`src/rtl/piece_spawner.sv`:
```
// piece_spawner: 7-bag piece generator with preview queue, registered spawn cells and top-out check.
// Optional hold slot is compiled in when HOLD_SLOT_EN is defined.
module piece_spawner #(
    parameter int          BOARD_W   = 20,
    parameter int          Y_W       = 6,
    parameter int          SPAWN_X   = 8,
    parameter int          PREVIEW   = 3,
    parameter logic [15:0] LFSR_SEED = 16'hACE1,
    localparam int         X_W       = $clog2(BOARD_W)
) (
    input  logic                 Clk,
    input  logic                 Reset_n,
    input  logic                 spawn_req,
    input  logic [3*BOARD_W-1:0] top_rows,
`ifdef HOLD_SLOT_EN
    input  logic                 hold_req,
    output logic [2:0]           hold_shape,
    output logic                 hold_valid,
`endif
    output logic                 spawn_ready,
    output logic                 spawn_valid,
    output logic [2:0]           shape,
    output logic [1:0]           orientation,
    output logic [X_W-1:0]       x0,
    output logic [X_W-1:0]       x1,
    output logic [X_W-1:0]       x2,
    output logic [X_W-1:0]       x3,
    output logic [Y_W-1:0]       y0,
    output logic [Y_W-1:0]       y1,
    output logic [Y_W-1:0]       y2,
    output logic [Y_W-1:0]       y3,
    output logic [3*PREVIEW-1:0] preview,
    output logic                 game_over
);

    localparam int QW = 3 * PREVIEW;

    typedef enum logic [2:0] {S_FILL, S_READY, S_CHECK, S_REFILL, S_OVER} state_t;

    state_t             state, state_nx;
    logic [15:0]        lfsr;
    logic [6:0]         bag, bag_set;
    logic [2:0]         cand, draw_cand;
    logic               probing, drawing, draw_used, push;
    logic [QW-1:0]      qv;
    logic [2:0]         cnt;
    logic               pop, load, hit, refill_pend;
    logic [2:0]         ld_shape;
    logic [7:0]         dxs, dys;
    logic [BOARD_W-1:0] rows [4];

`ifdef HOLD_SLOT_EN
    logic hold_armed, do_spawn, do_hold, swap;
`else
    assign refill_pend = 1'b1;
`endif

    assign spawn_ready = (state == S_READY);
    assign spawn_valid = (state == S_CHECK);
    assign game_over   = (state == S_OVER) || ((state == S_CHECK) && hit);
    assign preview     = qv;

    // A probe either lands on a free shape (push) or walks cand forward next cycle.
    always_comb begin
        drawing   = (state == S_FILL) || (state == S_REFILL);
        draw_cand = probing ? cand : ((lfsr[2:0] == 3'd7) ? 3'd0 : lfsr[2:0]);
        draw_used = bag[draw_cand];
        push      = drawing && !draw_used;
        bag_set   = bag | (7'd1 << draw_cand);
    end

    always_comb begin
        rows[0] = top_rows[BOARD_W-1:0];
        rows[1] = top_rows[2*BOARD_W-1:BOARD_W];
        rows[2] = top_rows[3*BOARD_W-1:2*BOARD_W];
        rows[3] = '0;
        hit = rows[y0[1:0]][x0] | rows[y1[1:0]][x1] | rows[y2[1:0]][x2] | rows[y3[1:0]][x3];
    end

    // Cell offsets packed {c3,c2,c1,c0}, two bits per cell.
    always_comb begin
        case (ld_shape)
            3'd0:    begin dxs = 8'b11_10_01_00; dys = 8'b00_00_00_00; end
            3'd1:    begin dxs = 8'b10_01_10_01; dys = 8'b01_01_00_00; end
            3'd2:    begin dxs = 8'b10_01_01_01; dys = 8'b10_10_01_00; end
            3'd3:    begin dxs = 8'b01_10_10_10; dys = 8'b10_10_01_00; end
            3'd4:    begin dxs = 8'b01_10_10_11; dys = 8'b01_01_00_00; end
            3'd5:    begin dxs = 8'b11_10_10_01; dys = 8'b01_01_00_00; end
            3'd6:    begin dxs = 8'b10_11_10_01; dys = 8'b00_01_01_01; end
            default: begin dxs = '0;           dys = '0;           end
        endcase
    end

    always_comb begin
        state_nx = state;
        pop      = 1'b0;
        load     = 1'b0;
        ld_shape = qv[2:0];
`ifdef HOLD_SLOT_EN
        do_spawn = 1'b0;
        do_hold  = 1'b0;
        swap     = 1'b0;
`endif
        case (state)
            S_FILL:   if (push && (cnt == 3'(PREVIEW - 1))) state_nx = S_READY;
            S_READY: begin
`ifdef HOLD_SLOT_EN
                if (spawn_req) begin
                    do_spawn = 1'b1;
                    pop      = 1'b1;
                end else if (hold_req && hold_armed) begin
                    do_hold = 1'b1;
                    pop     = !hold_valid;
                    swap    = hold_valid;
                    if (hold_valid) ld_shape = hold_shape;
                end
                load = pop || swap;
`else
                pop  = spawn_req;
                load = spawn_req;
`endif
                if (load) state_nx = S_CHECK;
            end
            S_CHECK:  state_nx = hit ? S_OVER : (refill_pend ? S_REFILL : S_READY);
            S_REFILL: if (push) state_nx = S_READY;
            S_OVER:   state_nx = S_OVER;
            default:  state_nx = S_FILL;
        endcase
    end

    always_ff @(posedge Clk or negedge Reset_n) begin
        if (!Reset_n) begin
            state       <= S_FILL;
            lfsr        <= LFSR_SEED;
            bag         <= '0;
            cand        <= '0;
            probing     <= 1'b0;
            qv          <= '0;
            cnt         <= '0;
            shape       <= '0;
            orientation <= '0;
            x0 <= '0; x1 <= '0; x2 <= '0; x3 <= '0;
            y0 <= '0; y1 <= '0; y2 <= '0; y3 <= '0;
        end else begin
            state <= state_nx;
            // Fibonacci taps 16,14,13,11
            lfsr  <= {lfsr[14:0], lfsr[15] ^ lfsr[13] ^ lfsr[12] ^ lfsr[10]};
            if (drawing) begin
                if (draw_used) begin
                    cand    <= (draw_cand == 3'd6) ? 3'd0 : draw_cand + 3'd1;
                    probing <= 1'b1;
                end else begin
                    probing <= 1'b0;
                    bag     <= (bag_set == 7'h7F) ? 7'h00 : bag_set;
                    qv      <= qv | (QW'(draw_cand) << (3 * cnt));
                    cnt     <= cnt + 3'd1;
                end
            end
            if (pop) begin
                qv  <= qv >> 3;
                cnt <= cnt - 3'd1;
            end
            if (load) begin
                shape       <= ld_shape;
                orientation <= '0;
                x0 <= X_W'(SPAWN_X) + X_W'(dxs[1:0]);
                x1 <= X_W'(SPAWN_X) + X_W'(dxs[3:2]);
                x2 <= X_W'(SPAWN_X) + X_W'(dxs[5:4]);
                x3 <= X_W'(SPAWN_X) + X_W'(dxs[7:6]);
                y0 <= Y_W'(dys[1:0]);
                y1 <= Y_W'(dys[3:2]);
                y2 <= Y_W'(dys[5:4]);
                y3 <= Y_W'(dys[7:6]);
            end
        end
    end

`ifdef HOLD_SLOT_EN
    // A swap reissues coordinates without popping, so CHECK must skip REFILL.
    always_ff @(posedge Clk or negedge Reset_n) begin
        if (!Reset_n) begin
            hold_shape  <= '0;
            hold_valid  <= 1'b0;
            hold_armed  <= 1'b0;
            refill_pend <= 1'b0;
        end else begin
            if (load)     refill_pend <= pop;
            if (do_spawn) hold_armed  <= 1'b1;
            if (do_hold) begin
                hold_armed <= 1'b0;
                hold_shape <= shape;
                hold_valid <= 1'b1;
            end
        end
    end
`endif

endmodule

```
`config.mk`:
```
export PLATFORM = sky130hd
export DESIGN_NAME = piece_spawner
export DESIGN_NICKNAME = d
export VERILOG_FILES = /design/src/rtl/piece_spawner.sv
export SDC_FILE = /design/constraint.sdc
export NUM_CORES = 1
export LEC_CHECK = 0
export BUFFER_PORTS_ARGS = -buffer_cell sky130_fd_sc_hd__clkbuf_2
export CAP_MARGIN = 20
export CORE_UTILIZATION = 35
export DETAILED_ROUTE_END_ITERATION = 10
export GPL_ROUTABILITY_DRIVEN = 0
export SLEW_MARGIN = 20
export SYNTH_ARGS = -nofsm -noshare
export SYNTH_HDL_FRONTEND = slang
export SYNTH_SLANG_ARGS = --single-unit
```
`constraint.sdc`:
```
create_clock -name Clk -period 4.4 [get_ports Clk]
set_input_delay 0.22 -clock Clk [delete_from_list [all_inputs] [get_ports Clk]]
set_output_delay 0.22 -clock Clk [all_outputs]
set_load 0.02 [all_outputs]
```
==> impl_results.md <==
- Synth area leaders: dfrtp_1 35%, mux4_2 9.9%, buf_4 6.6%
- Post-CTS Hold Fix Bufs: 0
- Top cell type's share of synthesized area: 34.97%
- Final Max Slew Viols: 0
- Synthesized area: 3650 sq um
- Syn Inst Count: 357
- Root buf cell: clkbuf_8
- Power Total: 0.002862 W
- Iter 0 DRT Violations: 165
- Delay-heaviest family, CP: compound AO/OA/AOI/OAI gates
- Leading area contributor after synthesis: dfrtp_1
- Avg Inst Size Synth: 10.22 sq um
- HPWL after DPL: 5.991 mm
- Rows: 36
- Vias in the first global route: 2631
- Gr usage total: 16.23%
- Leakage power: 1.846 nW
- Max Fclk: 0.3557 GHz
- PD cells: 695.6 nW/um^2
- Synth cell types: 65
- CP Capture Type: primary output
- Port Buffers: 59
- Initial core utilization: 36.66%
- CP Buf/Inv Count: 1
- Synth Flop Type: dfrtp_1
- Ys Warns: 0
- Core area: 9955 sq um
- FFs w/ async S/R, synth: 100.0%
- Die Y: 104.1 um
- DRC errors left: 0
- CP Launch Type: flop
- Setup Skew: 10.12 ps
- Kind of critical path: flop to primary output
- Setup Buffers After CTS: 0
- Via/cell ratio: 5.250
- Slew HR: 51.07%
- Final design utilization: 41.33%
- Clk slew on worst S/H paths: 70 ps
- Post-Route WL: 8.483 mm
- Gr ovfl total: 0
- RSZ-0062 raised after global routing: false
- First-pass GRT wire length: 13.89 mm
- Final Hold Vio Count: 0
- Minimum clock period: 2811 ps
- Slowest CP cell: dfrtp_1
- Status: completed
- CTS Buffer Depth: 2
- Largest net degree at the start of global routing: 60
- Number of synthesized flops with an enable pin: 0
- # nets final: 466
- Fin crit share: 63.90%
- Crit path largest cell delay: 630 ps
- Maximum vdd drop: 245.4 uV
- Later-pin clock latency in the skew report: 330 ps
- Hold slack final: 26.87 ps
- CTS H-tree depth: 3
- Max cap viols: 0
- Via count: 2830
- CTS resizes: 0
- Critical path data arrival time: 2590 ps
- Die W: 104.1 um
- TritonCTS buffer count: 9
- TNS Setup: 0 ps
- Worst slew pin tran: 733.9 ps
- TritonCTS clock tree: built
- Critical Path RT: 4180 ps
- Seq/Total Area, Yosys: 40.73%
- Ports: 124
- DR WL/cell: 15.74 um
- P&R area growth vs syn: 12.72%
- Cell Chain, Critical Path: mux4_2 > a22oi_1 > a31oi_1 > a21oi_1 > nor2_1 > a211o_1 > clkbuf_2
- Final ANT Viol Nets: 0
- Min-delay worst type: input pin to asynchronous set/reset pin
- Most frequent cell after synthesis: dfrtp_1
- Initial antenna violation count: 0
- CP Max Fanout: 8
- Final Setup Violations: 0
- Fraction of layout cells with a size suffix above 1: 28.08%
- Post-synth top cells: 51 x dfrtp_1, 38 x nand2_1, 32 x buf_4, 22 x nor2_1
- N_diodes: 0
- Register bit total from synthesis: 59
- Sink Count: 59
- Die ar.: 10840 sq um
- Drt pass-1 iters: 4
==> power by group <==
group          internal [W]  switching, W
Combinational      0.000552      0.000741
Sequential         0.000704      0.000303
Clock              0.000351      0.000210
==> cells in the final DEF (no fill, tap or decap), types with 4 or more instances in the layout <==
cell      synthesis  final
clkbuf_8          0     11
nand2b_1          5      5
dfstp_2           8      8
mux4_2           16     16
dfrtp_1          51     51
inv_1             9      9
o21ai_0          16     16
and2_1            4      4
mux2i_1          17     17
a31oi_1           5      5
mux2_2            4      4
a21oi_1          10     10
nand3_1           6      6
nor2b_1           8      8
o31ai_1           5      5
nand2_1          38     38
conb_1            1     28
nor3_1            5      5
nand3b_1          4      4
clkbuf_2          0     59
xnor2_1           4      4
nor2_1           22     22
a41oi_1           4      4
==> through the flow <==
step           instances  instance area (sq um)  worst slack [ps]
2_1_floorplan        384                   3751              1841
3_3_place_gp         523                   3891              1843
3_5_place_dp         523                   3891              1813
4_1_cts              539                   4114              1539
5_1_grt              539                   4114              1416
6_report             539                   4114              1589
==> registers in the layout, indices dropped and copies added (netlist names), 3 cells and up <==
name     cells
bag          7
cand         3
cnt          3
lfsr        16
preview      9
shape        3
state        3
x3           3
==> kinds of logic after synthesis <==
group                    count (synthesis)  share of synthesized area (%)
AND/OR/NAND/NOR                        105                          13.85
AO/OA/AOI/OAI                           80                          16.35
buffers and inverters                   66                          10.46
flip-flops                              59                          40.73
multiplexers                            38                          16.18
XOR/XNOR                                 6                          1.440
adder cells (fa/ha/maj)                  2                         0.8913
other                                    1                         0.1027
==> routing by layer <==
metal	up-vias	routed length [um]	global-route usage (%)
met5	-	0	0
met4	0	61	4.796
met3	6	387	4.386
met2	99	4112	25.52
met1	1406	3920	21.86
li1	1319	-	-
==> cell type report <==
| type | count | area [sq um] |
|---|---|---|
| Fill cell | 988 | 5841 |
| Multi-Input combinational cell | 259 | 1883 |
| Sequential cell | 59 | 1486 |
| Timing Repair Buffer | 62 | 317.8 |
| Tap cell | 133 | 166.4 |
| Clock buffer | 14 | 162.7 |
| Clock inverter | 2 | 60.06 |
| Inverter | 10 | 37.54 |
==> final timing paths <==
path / end / startpoint / slack, ps / cells past startpoint
min: bag[6]$_DFFE_PN0P_ / Reset_n / 30 / 2
max in group asynchronous: x3[3]$_DFFE_PN0P_ / Reset_n / 3880 / 2
min in group Clk: state[0]$_DFFE_PN0P_ / spawn_req / 210 / 4
max reg2reg: preview[2]$_DFFE_PN0P_ / lfsr[0]$_DFF_PN1_ / 1790 / 6
max: game_over / x2[0]$_DFFE_PN0P_ / 1590 / 7
min reg2reg: lfsr[6]$_DFF_PN1_ / lfsr[5]$_DFF_PN1_ / 360 / 0
No activity file was read; power rests on OpenSTA's default activity.
